[config.mk]
export PLATFORM = sky130hd
export DESIGN_NAME = shader_loader
export DESIGN_NICKNAME = d
export VERILOG_FILES = /design/src/rtl/shader_loader_pkg.sv /design/src/rtl/shader_loader.sv
export SDC_FILE = /design/constraint.sdc
export NUM_CORES = 1
export LEC_CHECK = 0
export ABC_AREA = 0
export CORE_MARGIN = 2
export CORE_UTILIZATION = 56
export CTS_CLUSTER_DIAMETER = 50
export DETAILED_ROUTE_END_ITERATION = 8
export GPL_TIMING_DRIVEN = 0
export PLACE_DENSITY = 0.8
export SYNTH_ARGS = -nofsm -noshare
export SYNTH_HDL_FRONTEND = slang
export SYNTH_SLANG_ARGS = --single-unit
[constraint.sdc]
create_clock -name clock -period 2.24 [get_ports clock]
set_input_delay 0.672 -clock clock [delete_from_list [all_inputs] [get_ports clock]]
set_output_delay 0.672 -clock clock [all_outputs]
set_load 0.1 [all_outputs]
[src/rtl/shader_loader_pkg.sv]
// Shared definitions for the shader loader: host command codes and the
// loader FSM state enumeration.
package shader_loader_pkg;

  // Host command bytes (first byte of every packet)
  localparam logic [7:0] CMD_WRITE_INST = 8'h01;
  localparam logic [7:0] CMD_WRITE_DATA = 8'h02;
  localparam logic [7:0] CMD_RUN        = 8'h03;
  localparam logic [7:0] CMD_HALT       = 8'h04;

  // Loader FSM states, in packet order
  typedef enum logic [2:0] {
    IDLE,
    ADDR0,
    ADDR1,
    CNT0,
    CNT1,
    DATA,
    STROBE
  } state_t;

endpackage

[src/rtl/shader_loader.sv]
// Shader loader: parses a byte stream of host packets and turns it into
// 32-bit word writes on the core's instruction/data load port, plus run
// control for the core. One FSM with address, count and word registers.
module shader_loader
  import shader_loader_pkg::*;
#(
  parameter int ADDRESS_WIDTH = 16
) (
  input  logic                     clock,
  input  logic                     reset_n,
  input  logic                     in_valid,
  input  logic [7:0]               in_data,
  output logic                     in_ready,
  output logic [ADDRESS_WIDTH-1:0] ext_write_address,
  output logic [31:0]              ext_write_data,
  output logic                     ext_enable_write_inst,
  output logic                     ext_enable_write_data,
  output logic                     run,
  output logic                     busy,
  output logic                     error
);

  state_t                   state;
  logic [7:0]               addr_lo;
  logic [ADDRESS_WIDTH-1:0] addr;
  logic [15:0]              count;
  logic [15:0]              count_full;
  logic [1:0]               byte_index;
  logic [23:0]              shift;
  logic                     is_inst;
  logic                     accept;

  assign accept     = in_valid && in_ready;
  assign count_full = {in_data, count[7:0]};
  assign busy       = (state != IDLE);

  // Packet parser: consumes accepted bytes, assembles little-endian words
  // and issues a one-cycle write strobe with registered address/data.
  always_ff @(posedge clock or negedge reset_n) begin
    if (!reset_n) begin
      state                 <= IDLE;
      in_ready              <= 1'b0;
      run                   <= 1'b0;
      error                 <= 1'b0;
      ext_enable_write_inst <= 1'b0;
      ext_enable_write_data <= 1'b0;
      ext_write_address     <= '0;
      ext_write_data        <= '0;
      addr_lo               <= '0;
      addr                  <= '0;
      count                 <= '0;
      byte_index            <= '0;
      shift                 <= '0;
      is_inst               <= 1'b0;
    end else begin
      ext_enable_write_inst <= 1'b0;
      ext_enable_write_data <= 1'b0;
      in_ready              <= 1'b1;
      case (state)
        IDLE: begin
          if (accept) begin
            case (in_data)
              CMD_WRITE_INST: begin
                is_inst <= 1'b1;
                run     <= 1'b0;
                state   <= ADDR0;
              end
              CMD_WRITE_DATA: begin
                is_inst <= 1'b0;
                run     <= 1'b0;
                state   <= ADDR0;
              end
              CMD_RUN:  run   <= 1'b1;
              CMD_HALT: run   <= 1'b0;
              default:  error <= 1'b1;
            endcase
          end
        end
        ADDR0: begin
          if (accept) begin
            addr_lo <= in_data;
            state   <= ADDR1;
          end
        end
        ADDR1: begin
          if (accept) begin
            addr  <= ADDRESS_WIDTH'({in_data, addr_lo});
            state <= CNT0;
          end
        end
        CNT0: begin
          if (accept) begin
            count[7:0] <= in_data;
            state      <= CNT1;
          end
        end
        CNT1: begin
          if (accept) begin
            count      <= count_full;
            byte_index <= 2'd0;
            state      <= (count_full == 16'd0) ? IDLE : DATA;
          end
        end
        DATA: begin
          if (accept) begin
            shift      <= {in_data, shift[23:8]};
            byte_index <= byte_index + 2'd1;
            if (byte_index == 2'd3) begin
              ext_write_data        <= {in_data, shift};
              ext_write_address     <= addr;
              ext_enable_write_inst <= is_inst;
              ext_enable_write_data <= !is_inst;
              in_ready              <= 1'b0;
              state                 <= STROBE;
            end
          end
        end
        STROBE: begin
          addr  <= addr + ADDRESS_WIDTH'(4);
          count <= count - 16'd1;
          state <= (count != 16'd1) ? DATA : IDLE;
        end
        default: state <= IDLE;
      endcase
    end
  end

endmodule

==> metrics.cfg, run 1 <==
[outcome]
status=finished with violations
violations=setup timing

[grt]
antenna_found_initial=0
grt_max_degree=82
gr-total-overflow=0
grt_pass1_wl_um=23900
track_usage_pct=28.7
grt_pass1_vias=4397

[route]
vias=4332
wl_per_cell_um=21.5
vias_per_cell=6.15
antenna_left=0
drt_iter0_drc=431
wl_um=15100
dr.pass1.iters=5
route.detailed.drc=0

[synthesis]
synth_compound_area_share_pct=9.84
yosysTopAreaCell=dfrtp_1
ys_async_sr_fraction_pct=100
syn_inst=469
ys_ff_latch=123
synth_nets=484
ys_warn_count=0
synthXorXnorAreaFrac_pct=0.309
synthSimpleGateAreaFrac_pct=12.8
synth_top_area_share_pct=54.3
synthTopCellsByArea=dfrtp_1, mux2_4, mux2_2
synth_fa_ha_area_share_pct=0.882
ys_seq_area_share_pct=54.3
synth_top_family_by_area=multiplexers
synth_edf_count=0
synth_flop_cell=dfrtp_1
syn-mean-instance-area_um2=12.1
synth_cell_types=53
syn_area_mm2=0.00567
synth_mux_area_share_pct=19.1

[sta]
holdWs_ns=0.0570
layout_min_cycle_time_ns=2.33
rsz0062_at_grt=true
post-route-period-util_pct=104
fin_ws_ns=-0.0913
tightest_slew_ns=0.782
hold_viol=0
finalMaxSlewViolations=0
fin_skew_ns=0.0102
max_slew_margin_pct=47.9
setup_violations=2
max_freq_ghz=0.429
finalSetupTns_ns=-0.0962

[placement]
place_congestion=0.906
portBuffers=62
post-dp-hpwl_um=8930

[pwr]
pwr-share-seq_pct=40.9
combinationalPowerShare_pct=20.3
netSwitchingPower_uw=2510
pwr-share-clk_pct=38.9
power.density_mw_per_mm2=1080
p_int_uw=5410
peakVddDrop_v=0.000783
power_uw=7920
leakagePower_uw=0.00337
swShare_pct=31.7

[setup_path]
crit_path_max_incr_delay_ns=0.42
arrival_ns=1.66
critPathCaptureType=primary output
cp_slowest_cell=dfrtp_1
critPathLaunchType=register
worst-setup-path-type=reg -> out
required_ns=1.57
path_cells=buf_6 > or3_4 > buf_12
path_max_fanout=10

[clock_tree]
cts_tree=yes
clock-root-buffer=clkbuf_8
cts_buffers=17
htree_levels=4
cts_max_path_buffers=2
clock-sinks=123
clock_latency_ns=0.53
clkTransAtPathRegs_ns=0.06

[final_layout]
syn2layout_area_growth_pct=29.1
final_layout_size_suffix_gt1_share_pct=35.6
finalNetCount=573
fillerInstances=627
antenna_cells_inserted=0

[floorplan]
initial_core_util_pct=57.8
core_mm2=0.00982
dieWidth_um=105
die_area_mm2=0.0109
rows=36
io-pin-count=65
die_y_um=105

[min_path]
hold_class=in -> async

[flow_run]
drv_cap=0

==> worst paths after layout <==
| check | cells past startpoint | endpoint | from | slack [ns] |
|---|---|---|---|---|
| worst max-delay path | 3 | busy | state[2] | -0.09 |
| worst min-delay path | 1 | ext_write_address[0] | reset_n | 0.06 |
| worst max register to register | 7 | count[1] | state[1] | 0.12 |
| worst min register to register | 2 | addr[1] | addr_lo[1] | 0.47 |
| max in group asynchronous | 2 | in_ready | reset_n | 1.45 |
| min in group clock | 2 | addr[1] | addr_lo[1] | 0.47 |
==> synthesized netlist by cell type (4+ instances only) <==
cell type    n
dfrtp_1    123
mux2_4      48
nand2_1     47
mux2_2      32
nor2_1      27
a21oi_1     24
o21ai_0     20
nor3_1      15
o22ai_1     11
clkbuf_1     9
and3_1       7
buf_2        7
nand3_1      7
inv_1        6
a211oi_1     5
a311oi_1     5
buf_6        5
nor2b_1      5
a22oi_1      4
ha_1         4
nor4_1       4
==> power by group through the flow <==
stage	combinational (µW)	clock, µW	sequential, µW
after floorplan	1090	0	3140
after global placement	1400	0	3190
after detailed placement	1470	0	3220
after CTS	1550	3070	3210
after global routing	1760	3210	3300
final	1600	3080	3240
==> worst max-delay path, delay by kind of cell, from the launching register on <==
kind                   cells  cell delay (ns)
buffers and inverters      2             0.34
DFF                        1             0.42
and+or+nand+nor            1             0.37
==> sequential cells by signal, summed over array words and instances, names as in the netlist <==
signal,cells
ext_enable_write_inst,1
run,1
ext_enable_write_data,1
error,1
in_ready,1
ext_write_address,16
ext_write_data,32
count,16
addr_lo,8
byte_index,2
state,3
shift,24
is_inst,1
addr,16
==> logic make-up (layout without fill, tap and decap cells) <==
kind of cell | after synthesis | in the layout
and+or+nand+nor | 142 | 142
buffers and inverters | 29 | 131
adders and majority gates | 4 | 4
DFF | 123 | 123
AOI/OAI and AO/OA | 89 | 89
muxes | 80 | 80
xor gates and xnor gates | 2 | 2
==> layout by cell type, fill, tap and decap left out, types with 4 or more instances in the layout <==
cell type and n:
clkbuf_8 4, buf_2 4, buf_4 10, mux2_2 32, and3_1 7, nor2_1 27
clkbuf_1 9, clkdlybuf4s15_2 53, bufinv_16 5, clkdlybuf4s50_1 7, o21ai_0 20, o22ai_1 11
buf_6 7, a311oi_1 5, nor2b_1 5, nand2_1 47, a21oi_1 24, a22oi_1 4
nand3_1 7, dfrtp_1 122, nor3_1 15, a211oi_1 5, inv_1 6, clkbuf_16 16
ha_1 4, clkinv_4 4, mux2_4 48
==> area by class of cell <==
cell class / instances / area, µm² / area share, %
Clock inverter: 12 / 210 / 2.87
Buffer: 23 / 148 / 2.02
Timing Repair Buffer: 70 / 778 / 10.6
Sequential cell: 123 / 3080 / 42.1
Inverter: 6 / 22.5 / 0.308
Clock buffer: 20 / 455 / 6.22
Multi-Input combinational cell: 317 / 2460 / 33.6
Tap cell: 133 / 166 / 2.27
==> per-layer routing <==
metal / share of wire, % / vias up / GRT usage, %
met3: 7.7 / 44 / 7.67
li1: - / 1886 / -
met2: 51 / 222 / 48.7
met1: 39 / 2180 / 35.6
met5: 0 / - / 0
met4: 2.9 / 0 / 10.2
==> repair_timing <==
item                                   CTS  global route
hold buffers                             0             0
resized for setup                      174             3
setup endpoints to repair              120            73
setup buffers                            3             4
pin swaps                                2             1
endpoints found under the hold margin    0             0
==> stage by stage <==
stage / cell area, µm² / utilization (%) / worst slack (ns) / instances
finish: 7320 / 74.6 / -0.0913 / 704
global placement: 6460 / 65.8 / -4.55 / 664
detailed placement: 6490 / 66.1 / -0.663 / 665
CTS: 7270 / 74.1 / -0.0971 / 700
global route: 7320 / 74.6 / -0.125 / 704
floorplan: 5670 / - / 0.109 / 469
(Power assumes the default switching activity.)
==> inputs of run 2 (changes only) <==
CORE_UTILIZATION = 60   (was 56)
DONT_BUFFER_PORTS = 1   (was unset)
PLACE_DENSITY = 0.76   (was 0.8)
==> run 2 against run 1 <==
- the flow finishes with violations (hold timing, setup timing)
- final cell count down 12%
- sequential power up 1%
- sequential cell count unchanged
- setup slack worse by 0.016 ns
- maximum frequency down 0.66%
- clock skew about the same
- register-to-register slack worse by 0.05 ns
- largest cell class unchanged
- highest routed layer unchanged
==> metrics.cfg, run 2 (synthesis gave the netlist of run 1 again) <==
[outcome]
status=finished with violations
violations=hold timing, setup timing

[pwr]
power_uw=7370
leakagePower_uw=0.00307
power.density_mw_per_mm2=1140
p_int_uw=4930
pwr-share-seq_pct=44.6
swShare_pct=33.1
peakVddDrop_v=0.000575
combinationalPowerShare_pct=19.2
pwr-share-clk_pct=36.3
netSwitchingPower_uw=2440

[sta]
post-route-period-util_pct=105
setup_violations=1
max_freq_ghz=0.426
fin_skew_ns=0.0102
fin_ws_ns=-0.107
layout_min_cycle_time_ns=2.35
finalMaxSlewViolations=0
holdWs_ns=-0.172
max_slew_margin_pct=35.4
tightest_slew_ns=0.969
finalSetupTns_ns=-0.107
rsz0062_at_grt=true
hold_viol=123

[final_layout]
postLayoutCoreUtil_pct=70.6
top_regs=ext_write_data (32), shift (24)
largest_reg_flops=32
final_common_cell=dfrtp_1
antenna_cells_inserted=0
final_cells=620
finalNetCount=511
final_layout_size_suffix_gt1_share_pct=29.3
syn2layout_area_growth_pct=14.4
layout_common_cells=dfrtp_1, mux2_4, nand2_1, mux2_2, nor2_1
design_area_mm2=0.00649
top_register=ext_write_data

[floorplan]
rows=35
dieWidth_um=101
die_area_mm2=0.0102
die_y_um=101
core_mm2=0.00920
io-pin-count=65
initial_core_util_pct=61.7

[setup_path]
regToRegStartpoint=state[2]
worst-setup-path-type=reg -> out
worstSetupStartpoint=state[2]
cp_slowest_cell=or3_4
critPathCaptureType=primary output
crit_family=simple AND/OR/NAND/NOR gates
path_max_fanout=4
arrival_ns=1.67
critPathLaunchType=register
required_ns=1.57
path_buf_inv=1
path_cells=buf_6 > or3_4
crit_path_max_incr_delay_ns=0.54

[route]
vias_per_cell=6.40
route.detailed.drc=0
dr.pass1.iters=5
drt_iter0_drc=316
wl_um=13400
wl_per_cell_um=21.6
antenna_left=0
vias=3965

[placement]
portBuffers=0
place_congestion=0.906
place_area_mm2=0.00581
post-dp-hpwl_um=8300
dpl.cell_count=580

[clock_tree]
clock-sinks=123
htree_levels=4
clock-root-buffer=clkbuf_8
clock_latency_ns=0.53
cts_buffers=17
cts_max_path_buffers=2
cts_tree=yes
clkTransAtPathRegs_ns=0.06

[grt]
grt_pass1_wl_um=20900
antenna_found_initial=0
gr-total-overflow=0
grt_pass1_vias=3871
grt_max_degree=124
track_usage_pct=27.2

[min_path]
hold_class=in -> async

[flow_run]
drv_cap=0

run 2: changes by cell type in the layout (fill, tap and decap cells not counted), moves of 2 or more:
cell / change
clkinvlp_4: +2
clkdlybuf4s15_2: -53
clkbuf_8: -3
bufinv_16: -3
clkinv_2: +2
clkdlybuf4s50_1: -7
run 2: stage by stage:
stage          hold WS [ns]  worst slack, ns
2_1_floorplan         0.376            0.109
3_3_place_gp          0.379           -0.194
3_5_place_dp          0.379           -0.213
4_1_cts              -0.175          -0.0836
5_1_grt              -0.193           -0.125
6_report             -0.172           -0.107
run 2: repair_timing:
| action | 4_1_cts | 5_1_grt |
|---|---|---|
| pin swaps | 1 | 2 |
| buffers inserted | 1 | 8 |
| setup endpoints to repair | 78 | 78 |
| endpoints found under the hold margin | 123 | 123 |
| resized for setup | 3 | 9 |
| gates cloned | 0 | 0 |
run 2: area by class of cell:
type / instances / area (µm²)
tap: 111 / 139
timing repair buffer: 9 / 67.6
fill: 616 / 2710
buffer: 22 / 144
clock buffer: 17 / 414
sequential: 123 / 3080
clock inverter: 15 / 165
inverter: 6 / 22.5
multi-input combinational: 317 / 2460
run 2: final timing paths:
check | end | slack [ns] | cells after the start
worst max-delay path | busy | -0.11 | 2
worst min-delay path | ext_write_address[7] | -0.17 | 0
worst max register to register | addr[15] | 0.07 | 8
worst min register to register | addr[0] | 0.48 | 2
max in group asynchronous | ext_write_address[12] | 2.20 | 0
min in group clock | addr_lo[7] | 0.29 | 1
run 2: power groups by stage:
stage	Clock, µW	Combinational (µW)	Sequential (µW)
global placement	0	1240	3240
floorplan	0	1090	3140
detailed placement	0	1310	3290
global route	2810	1560	3350
finish	2680	1410	3280
CTS	2680	1360	3260
run 2: per-layer routing:
metal	GRT usage, %	share of wire, %
met5	0	0
met1	34.9	42
met2	42.9	49
met3	9.32	6.9
met4	10.2	2.4
==> inputs of run 3 (changes only) <==
REMOVE_ABC_BUFFERS = 1   (was unset)
==> run 3 against run 2 <==
- the flow finishes with violations (hold timing)
- sequential power hardly changed
- count of clock-buffer cells in the layout is 1 higher
- maximum frequency is 5.9% higher
- final cell count is 3.2% lower
- setup slack better by 0.13 ns
- global-route usage hardly changed
- critical path depth is 1 lower
- final area is 0.73% lower
- first-iteration DRC count is 7.6% higher
- clock power hardly changed
- sequential share of layout area is 0.41 points higher
- wire length is 1.3% higher
==> metrics.cfg, run 3 (synthesis gave the netlist of run 1 again) <==
[final_layout]
top_register=ext_write_data
layout_common_cells=dfrtp_1, mux2_4, nand2_1, mux2_2, nor2_1
final_common_cell=dfrtp_1
fillerInstances=588
multi_input_area_mm2=0.00252
design_area_mm2=0.00644
antenna_cells_inserted=0
postLayoutCoreUtil_pct=70.1
final_layout_size_suffix_gt1_share_pct=29.0
syn2layout_area_growth_pct=13.6
regArea_mm2=0.00309
finalNetCount=491
largest_reg_flops=32
top_regs=ext_write_data (32), shift (24)

[sta]
fin_skew_ns=0.00616
finalSetupTns_ns=0
layout_min_cycle_time_ns=2.22
rsz0062_at_grt=true
tightest_slew_ns=0.971
hold_viol=123
fin_ws_ns=0.0235
max_freq_ghz=0.451
holdWs_ns=-0.153
finalMaxSlewViolations=0
post-route-period-util_pct=99.0
setup_violations=0
max_slew_margin_pct=35.2

[clock_tree]
clock-sinks=123
cts_buffers=17
clock-root-buffer=clkbuf_8
htree_levels=4
cts_max_path_buffers=2
cts_tree=yes
clkTransAtPathRegs_ns=0.06
clock_latency_ns=0.52

[floorplan]
dieWidth_um=101
die_area_mm2=0.0102
die_y_um=101
core_mm2=0.00920
io-pin-count=65
initial_core_util_pct=61.7
rows=35

[placement]
post-dp-hpwl_um=7210
place_congestion=0.809
place_area_mm2=0.00568
portBuffers=0
pre_cts_ws_ns=-1.83

[setup_path]
critPathCaptureType=primary output
path_buf_inv=0
crit_family=simple AND/OR/NAND/NOR gates
worst-setup-path-type=reg -> out
arrival_ns=1.54
crit_path_max_incr_delay_ns=0.53
critPathLaunchType=register
required_ns=1.57
cp_slowest_cell=or3_4
path_cells=or3_4
path_max_fanout=14

[route]
wl_per_cell_um=22.6
dr.pass1.iters=5
drt_iter0_drc=340
route.detailed.drc=0
wl_um=13600
vias=3999
antenna_left=0
vias_per_cell=6.67

[grt]
grt_util_met1_pct=33.3
top_usage_layer=met2
grt_max_degree=124
track_usage_pct=27.2
grt_pass1_vias=4044
grt_pass1_wl_um=21100
gr-total-overflow=0
grt_util_met3_pct=7.87
met2_usage_pct=45.6
antenna_found_initial=0

[pwr]
peakVddDrop_v=0.000510
power.density_mw_per_mm2=1160
leakagePower_uw=0.00299

[outcome]
status=finished with violations
violations=hold timing

[min_path]
hold_class=in -> async

[flow_run]
drv_cap=0

-- run 3: changes by cell type in the layout (fill, tap and decap cells not counted), moves of 4 or more --
cell,before,now
buf_2,4,0
buf_4,11,6
buf_6,6,0
clkbuf_1,8,0
-- run 3: power by group --
group	internal [µW]	leakage, µW	switching (µW)
Combinational	639	0.00112	828
Sequential	2710	0.00159	577
Clock	1640	0.000277	1070
-- run 3: area by class of cell --
type                    instances  share of cell area, %
inverters                       6                  0.350
repair buffers                  8                   1.32
multi-input cells             320                   39.2
well taps                     111                   2.16
clock inverters                14                   2.47
clock buffers                  18                   6.64
flip-flops and latches        123                   47.9
-- run 3: routing by layer --
metal / vias to the layer above / wire (µm)
met5: - / 0
met4: 0 / 337
met2: 200 / 6880
met1: 2036 / 5190
li1: 1725 / -
met3: 38 / 1170
-- run 3: timing repair --
item / CTS / global route
resized for setup: 15 / 2
setup endpoints to repair: 120 / 15
gates cloned: 3 / 0
pin swaps: 4 / 1
endpoints found under the hold margin: 123 / 123
buffers inserted: 7 / 1
-- run 3: worst paths after layout --
check,start,end,slack (ns),depth (start not counted)
setup / recovery,state[2],busy,0.02,1
hold reg to reg,byte_index[0],byte_index[0],0.49,1
setup reg to reg,in_ready,shift[20],0.04,6
min in group clock,in_data[1],is_inst,0.24,1
hold / removal,reset_n,addr[15],-0.15,0
max in group asynchronous,reset_n,in_ready,2.28,0
-- run 3: metrics by stage --
step / total power [µW] / std cells / hold WS (ns)
2_1_floorplan: 4190 / 446 / 0.376
3_3_place_gp: 4420 / 557 / 0.380
3_5_place_dp: 4530 / 557 / 0.380
4_1_cts: 7410 / 599 / -0.162
5_1_grt: 7790 / 600 / -0.174
6_report: 7460 / 600 / -0.153
